## config.mk

```make
export PLATFORM = sky130hd
export DESIGN_NAME = apb_spi_fifo
export DESIGN_NICKNAME = d
export VERILOG_FILES = /design/src/rtl/apb_spi_fifo.sv
export SDC_FILE = /design/constraint.sdc
export NUM_CORES = 1
export LEC_CHECK = 0
export BUFFER_PORTS_ARGS = -buffer_cell sky130_fd_sc_hd__buf_2
export CAP_MARGIN = 20
export CORE_MARGIN = 2
export CORE_UTILIZATION = 61
export CTS_CLUSTER_DIAMETER = 50
export DETAILED_ROUTE_END_ITERATION = 16
export GPL_TIMING_DRIVEN = 0
export PLACE_DENSITY = 0.95
export SYNTH_ARGS = -nofsm -noshare
export SYNTH_HDL_FRONTEND = slang
export SYNTH_SLANG_ARGS = --single-unit
```

## constraint.sdc

```tcl
create_clock -name PCLK -period 4.3 [get_ports PCLK]
set_input_delay 0.215 -clock PCLK [delete_from_list [all_inputs] [get_ports PCLK]]
set_output_delay 0.215 -clock PCLK [all_outputs]
set_load 0.02 [all_outputs]
```

## src/rtl/apb_spi_fifo.sv

```systemverilog
`default_nettype none
// ---------------------------------------------------------------------------
// apb_spi_fifo: APB3 slave SPI master with TX/RX FIFOs, software chip
// selects, CPOL/CPHA/LSB-first modes and a masked level interrupt.  Rev 1.0
// ---------------------------------------------------------------------------
module apb_spi_fifo #(
  parameter int DATA_W     = 8,
  parameter int FIFO_DEPTH = 4,
  parameter int NUM_CS     = 2,
  parameter int CLKDIV_W   = 8
) (
  input  logic              PCLK,
  input  logic              PRESETn,
  input  logic              PSEL,
  input  logic              PENABLE,
  input  logic              PWRITE,
  input  logic [31:0]       PADDR,
  input  logic [31:0]       PWDATA,
  output logic [31:0]       PRDATA,
  output logic              PREADY,
  input  logic              MSI,
  output logic              MSO,
  output logic              SCLK,
  output logic [NUM_CS-1:0] SSn,
  output logic              IRQ
);

  localparam int AW = $clog2(FIFO_DEPTH);
  localparam int EW = $clog2(2*DATA_W+1);

  typedef enum logic [1:0] {S_IDLE, S_LOAD, S_SHIFT, S_DONE} state_t;

  logic       wr_stb, rd_stb;
  logic [2:0] addr;
  assign wr_stb = PSEL & PENABLE & PWRITE;
  assign rd_stb = PSEL & PENABLE & ~PWRITE;
  assign addr   = PADDR[4:2];

  logic                en_q, cpol_q, cpha_q, lsbf_q, ovf_q, busy_q;
  logic [NUM_CS-1:0]   cs_q;
  logic [CLKDIV_W-1:0] div_q;
  logic [2:0]          im_q;

  logic [DATA_W-1:0] tx_mem [FIFO_DEPTH];
  logic [DATA_W-1:0] rx_mem [FIFO_DEPTH];
  logic [AW-1:0]     tx_wp_q, tx_rp_q, rx_wp_q, rx_rp_q;
  logic [AW:0]       tx_cnt_q, rx_cnt_q;

  state_t              state_q;
  logic                sclk_q, mso_q;
  logic [DATA_W-1:0]   tx_sh_q, rx_sh_q;
  logic [CLKDIV_W-1:0] div_cnt_q;
  logic [EW-1:0]       edge_cnt_q;

  logic tx_empty, tx_full, rx_empty, rx_full;
  logic tx_pop, tx_push, rx_pop, rx_push, rx_in, ovf_set, ovf_clr, eng_start;
  assign tx_empty = (tx_cnt_q == '0);
  assign tx_full  = (tx_cnt_q == (AW+1)'(FIFO_DEPTH));
  assign rx_empty = (rx_cnt_q == '0);
  assign rx_full  = (rx_cnt_q == (AW+1)'(FIFO_DEPTH));

  // The engine pops in IDLE or DONE; a pop in the same cycle frees a slot for a push.
  assign eng_start = en_q & ~tx_empty & ((state_q == S_IDLE) | (state_q == S_DONE));
  assign tx_pop    = eng_start;
  assign tx_push   = wr_stb & (addr == 3'd0) & (~tx_full | tx_pop);
  assign rx_pop    = rd_stb & (addr == 3'd0) & ~rx_empty;
  assign rx_in     = (state_q == S_DONE);
  assign rx_push   = rx_in & (~rx_full | rx_pop);
  assign ovf_set   = rx_in & rx_full & ~rx_pop;
  assign ovf_clr   = wr_stb & (addr == 3'd3) & PWDATA[5];

  always_ff @(posedge PCLK or negedge PRESETn) begin
    if (!PRESETn) begin
      en_q   <= 1'b0;
      cs_q   <= '0;
      cpol_q <= 1'b0;
      cpha_q <= 1'b0;
      lsbf_q <= 1'b0;
      div_q  <= '0;
      im_q   <= '0;
      ovf_q  <= 1'b0;
    end else begin
      if (wr_stb && addr == 3'd1) begin
        en_q <= PWDATA[0];
        cs_q <= PWDATA[8 +: NUM_CS];
      end
      if (wr_stb && addr == 3'd2 && !busy_q) begin
        cpol_q <= PWDATA[0];
        cpha_q <= PWDATA[1];
        lsbf_q <= PWDATA[2];
        div_q  <= PWDATA[16 +: CLKDIV_W];
      end
      if (wr_stb && addr == 3'd4) im_q <= PWDATA[2:0];
      ovf_q <= ovf_set | (ovf_q & ~ovf_clr);
    end
  end

  always_ff @(posedge PCLK) begin
    if (tx_push) tx_mem[tx_wp_q] <= PWDATA[DATA_W-1:0];
    if (rx_push) rx_mem[rx_wp_q] <= rx_sh_q;
  end

  always_ff @(posedge PCLK or negedge PRESETn) begin
    if (!PRESETn) begin
      tx_wp_q  <= '0;
      tx_rp_q  <= '0;
      tx_cnt_q <= '0;
      rx_wp_q  <= '0;
      rx_rp_q  <= '0;
      rx_cnt_q <= '0;
    end else begin
      if (tx_push) tx_wp_q <= tx_wp_q + 1'b1;
      if (tx_pop)  tx_rp_q <= tx_rp_q + 1'b1;
      if (tx_push && !tx_pop) tx_cnt_q <= tx_cnt_q + 1'b1;
      else if (!tx_push && tx_pop) tx_cnt_q <= tx_cnt_q - 1'b1;
      if (rx_push) rx_wp_q <= rx_wp_q + 1'b1;
      if (rx_pop)  rx_rp_q <= rx_rp_q + 1'b1;
      if (rx_push && !rx_pop) rx_cnt_q <= rx_cnt_q + 1'b1;
      else if (!rx_push && rx_pop) rx_cnt_q <= rx_cnt_q - 1'b1;
    end
  end

  logic              tick, sample, first_edge, last_edge, next_bit;
  logic [EW-1:0]     edge_n;
  logic [DATA_W-1:0] tx_shifted;
  assign tick       = (div_cnt_q == div_q);
  assign edge_n     = edge_cnt_q + 1'b1;
  assign sample     = edge_n[0] ^ cpha_q;
  assign first_edge = (edge_n == EW'(1));
  assign last_edge  = (edge_n == EW'(2*DATA_W));
  assign next_bit   = lsbf_q ? tx_sh_q[0] : tx_sh_q[DATA_W-1];
  assign tx_shifted = lsbf_q ? (tx_sh_q >> 1) : (tx_sh_q << 1);

  // With CPHA=1 the first bit is already on MSO from LOAD, so edge 1 does not shift.
  always_ff @(posedge PCLK or negedge PRESETn) begin
    if (!PRESETn) begin
      state_q    <= S_IDLE;
      busy_q     <= 1'b0;
      sclk_q     <= 1'b0;
      mso_q      <= 1'b0;
      tx_sh_q    <= '0;
      rx_sh_q    <= '0;
      div_cnt_q  <= '0;
      edge_cnt_q <= '0;
    end else begin
      case (state_q)
        S_IDLE: begin
          sclk_q <= cpol_q;
          if (eng_start) begin
            tx_sh_q <= tx_mem[tx_rp_q];
            busy_q  <= 1'b1;
            state_q <= S_LOAD;
          end
        end
        S_LOAD: begin
          mso_q      <= next_bit;
          tx_sh_q    <= tx_shifted;
          div_cnt_q  <= '0;
          edge_cnt_q <= '0;
          state_q    <= S_SHIFT;
        end
        S_SHIFT: begin
          if (tick) begin
            div_cnt_q  <= '0;
            sclk_q     <= ~sclk_q;
            edge_cnt_q <= edge_n;
            if (sample) begin
              rx_sh_q <= lsbf_q ? {MSI, rx_sh_q[DATA_W-1:1]} : {rx_sh_q[DATA_W-2:0], MSI};
            end else if (!(cpha_q && first_edge)) begin
              mso_q   <= next_bit;
              tx_sh_q <= tx_shifted;
            end
            if (last_edge) state_q <= S_DONE;
          end else begin
            div_cnt_q <= div_cnt_q + 1'b1;
          end
        end
        S_DONE: begin
          if (eng_start) begin
            tx_sh_q <= tx_mem[tx_rp_q];
            state_q <= S_LOAD;
          end else begin
            busy_q  <= 1'b0;
            state_q <= S_IDLE;
          end
        end
        default: state_q <= S_IDLE;
      endcase
    end
  end

  always_comb begin
    PRDATA = '0;
    case (addr)
      3'd0: if (!rx_empty) PRDATA[DATA_W-1:0] = rx_mem[rx_rp_q];
      3'd1: begin
        PRDATA[0]            = en_q;
        PRDATA[8 +: NUM_CS]  = cs_q;
      end
      3'd2: begin
        PRDATA[0]             = cpol_q;
        PRDATA[1]             = cpha_q;
        PRDATA[2]             = lsbf_q;
        PRDATA[16 +: CLKDIV_W] = div_q;
      end
      3'd3: PRDATA[5:0] = {ovf_q, rx_full, rx_empty, tx_full, tx_empty, busy_q};
      3'd4: PRDATA[2:0] = im_q;
      default: PRDATA = '0;
    endcase
  end

  logic unused_ok;
  assign unused_ok = ^{PADDR, PWDATA};

  assign PREADY = 1'b1;
  assign SCLK   = sclk_q;
  assign MSO    = mso_q;
  assign SSn    = ~cs_q;
  assign IRQ    = (im_q[0] & tx_empty) | (im_q[1] & ~rx_empty) | (im_q[2] & ovf_q);

endmodule
`default_nettype wire

```

==> results.yml <==
worst_setup_path:
  crit_buf_inv: 3
  cp-start-kind: "register"
  cp_top_family: "adder cells"
  reg2reg_depth: 11
  crit_end: "tx_cnt_q[2]"
  arrival_ns: 3.91
  rr_startpoint: "state_q[0]"
  cp_common_cell: "inv_1"
  path_cells: "inv_1, ha_1, nor2_1, inv_1, a31oi_1, ha_1, inv_1, fa_1, xor2_1, nor2_1, xor2_1"
  cpPeakStageDelay_ns: 0.59
  endpoint_kind: "register"
  path_depth: 11
  path_max_fanout: 8
  crit_required_ns: 4.74
  slowest_stage: "a31oi_1"
  worstSetupStartpoint: "state_q[0]"
  reg2reg_setup_slack_ns: 0.83
  worstSetupPathType: "reg -> reg"
  r2r_end: "tx_cnt_q[2]"
hold_path:
  hold_class: "in -> reg"
placement:
  placed_cell_area_um2: 6730
  dpl.cell_count: 664
  io_buffers: 48
  dpl.hpwl_um: 8700
  place.gp.congestion: 0.817
floorplan:
  rows: 37
  dieHeight_um: 105
  chipWidth_um: 105
  die_area_um2: 11100
  start_util_pct: 61.9
  num_io_pins: 108
  core_area_um2: 10100
drt:
  vias: 4286
  antenna_left: 0
  drc_errors: 0
  drt_iter0_drc: 564
  drt_pass1_iterations: 5
  routedWlPerCell_um: 19.9
  routed_wl_um: 14200
  via_per_inst: 5.99
global_route:
  busiest_layer: "met2"
  grt_usage_pct: 26.9
  grt_overflow_total: 0
  grt_max_degree: 67
  antenna_found_initial: 0
  use_met2_pct: 46.3
  first_global_vias: 4460
  gr-usage-met3_pct: 6.43
  grt_pass1_wl_um: 22900
  met1_usage_pct: 31.4
sta:
  finalSetupViolations: 0
  hold_viol: 0
  fin_worst_skew_ns: 0.00661
  slew-limit-headroom_pct: 41.8
  fmax_ghz: 0.288
  fin_crit_sh_pct: 80.6
  rsz0062_at_grt: "false"
  fin_crit_ns: 3.47
  hold_slack_ns: 0.0992
  tightest_slew_ns: 0.873
  drv_slew: 0
  fin_tns_setup_ns: 0
clock_tree:
  cts_buffers: 17
  cts_tree: "yes"
  cts_max_level: 4
  clkSinkCount: 130
  clockRootBuffer: "clkbuf_8"
  clk_latency_ns: 0.51
  cts_buffer_depth: 2
  clkTransAtPathRegs_ns: 0.06
  cts_resized: 0
layout:
  nNetsFinal: 654
  fin_area_um2: 7470
  layout_common_cells: "dfrtp_1, edfxtp_1, buf_2, mux2_2, nand2_1"
  seqCellArea_um2: 3570
  antenna_cells: 0
  layout-drive-gt1-share_pct: 28.3
  syn_to_final_growth_pct: 19.1
  multi_input_area_um2: 2490
  mostFrequentLayoutCell: "dfrtp_1"
  final_cells: 715
  fillers: 569
pwr:
  p_seq_share_pct: 38.8
  swShare_pct: 35.0
  clkPwrFrac_pct: 27.7
  cellLeakagePower_nw: 3.16
  peakVddDrop_v: 0.000450
  p_sw_mw: 1.64
  combPwrFrac_pct: 33.5
  p_per_area_nw_per_um2: 629
  p_int_mw: 3.05
  p_total_mw: 4.70
logic_synthesis:
  synth_top_area_cell: "edfxtp_1"
  syn_avg_cell_area_um2: 13.4
  synth-edff-count: 64
  synthTopCellsByArea: "edfxtp_1, dfrtp_1, mux2_2, mux4_2, ha_1"
  async_reset_ff_share_pct: 50.8
  ys_seq_elements: 130
  ys_seq_area_share_pct: 57.0
  synth_cell_types: 53
  syn-cell-area_um2: 6270
  yosys_warnings: 0
  synth_cells: 467
  synthFlopType: "dfrtp_1"
  synth_top_area_share_pct: 30.6
job:
  max_cap_viol_count: 0
status:
  status: "finished clean"
[per-layer routing]
| layer | part of all wire, % | up-vias | routed length, µm |
|---|---|---|---|
| met3 | 6.3 | 55 | 900 |
| met2 | 53 | 222 | 7480 |
| met1 | 37 | 2125 | 5280 |
| met4 | 4.0 | 0 | 569 |
| li1 | - | 1884 | - |
| met5 | 0 | - | 0 |
[metrics by stage]
stage / util [%] / setup WS (ns)
global placement: 66.4 / 1.32
detailed placement: 66.4 / 1.11
finish: 73.7 / 0.833
floorplan: - / 1.61
global route: 73.7 / 0.664
CTS: 73.7 / 0.933
[cells by family after synthesis]
family	synth area share, %
flip-flops	57.0
AND/OR/NAND/NOR	9.77
multiplexers	15.3
AO/OA/AOI/OAI	6.22
buffers and inverters	4.03
XOR/XNOR	3.77
adder cells (fa/ha/maj)	3.83
other	0.120
[worst min-delay path, cell delays in order]
cell and delay, ns:
buf_2 0.10, mux2_2 0.13, mux2_2 0.13
[cell usage after synthesis (all sizes together) (2+ instances only)]
master,instances
a211o,2
a211oi,2
a21oi,12
a22oi,2
a31oi,3
and2,19
and3,7
buf,20
clkbuf,12
conb,2
dfrtp,66
edfxtp,64
fa,2
ha,16
inv,18
mux2,46
mux2i,8
mux4,16
nand2,28
nand2b,5
nand3,14
nand3b,6
nand4,2
nand4b,2
nor2,14
nor2b,5
nor3,2
nor4,2
o21ai,23
o2bb2ai,2
o31ai,3
o32ai,3
xnor2,9
xor2,18
[state kept, by name, indices dropped and copies added (netlist names), 3 cells and up]
name	count
tx_sh_q	8
edge_cnt_q	5
div_cnt_q	8
rx_sh_q	8
div_q	8
im_q	3
rx_mem	32
rx_cnt_q	3
tx_cnt_q	3
tx_mem	32
[cell type report]
cell class / count / area share (%)
multi-input cells: 299 / 33.4
clock buffers: 18 / 5.73
repair buffers: 67 / 5.80
plain buffers: 32 / 2.43
well taps: 136 / 2.28
flip-flops and latches: 130 / 47.8
clock inverters: 14 / 1.56
inverters: 19 / 0.955
[how the worst min path moves through the flow]
stage | from | cells after the start | to
after floorplan | PRESETn | 0 | MSO
after global placement | PWDATA[6] | 1 | tx_mem[3][6]
after detailed placement | PRESETn | 1 | tx_sh_q[5]
after CTS | MSI | 3 | rx_sh_q[0]
after global routing | MSI | 3 | rx_sh_q[0]
final | MSI | 3 | rx_sh_q[0]
[power groups by stage]
stage	sequential (mW)	clock, mW	combinational [mW]
floorplan	1.77	0	1.16
global placement	1.80	0	1.40
detailed placement	1.83	0	1.49
CTS	1.81	1.31	1.55
global route	1.85	1.36	1.71
finish	1.82	1.30	1.58
[what timing repair did]
item,CTS,global route
hold endpoints to repair,108,0
setup endpoints to repair,0,0
hold buffers,19,0
buffers inserted,0,0
Power figures use the tool's default switching activity.
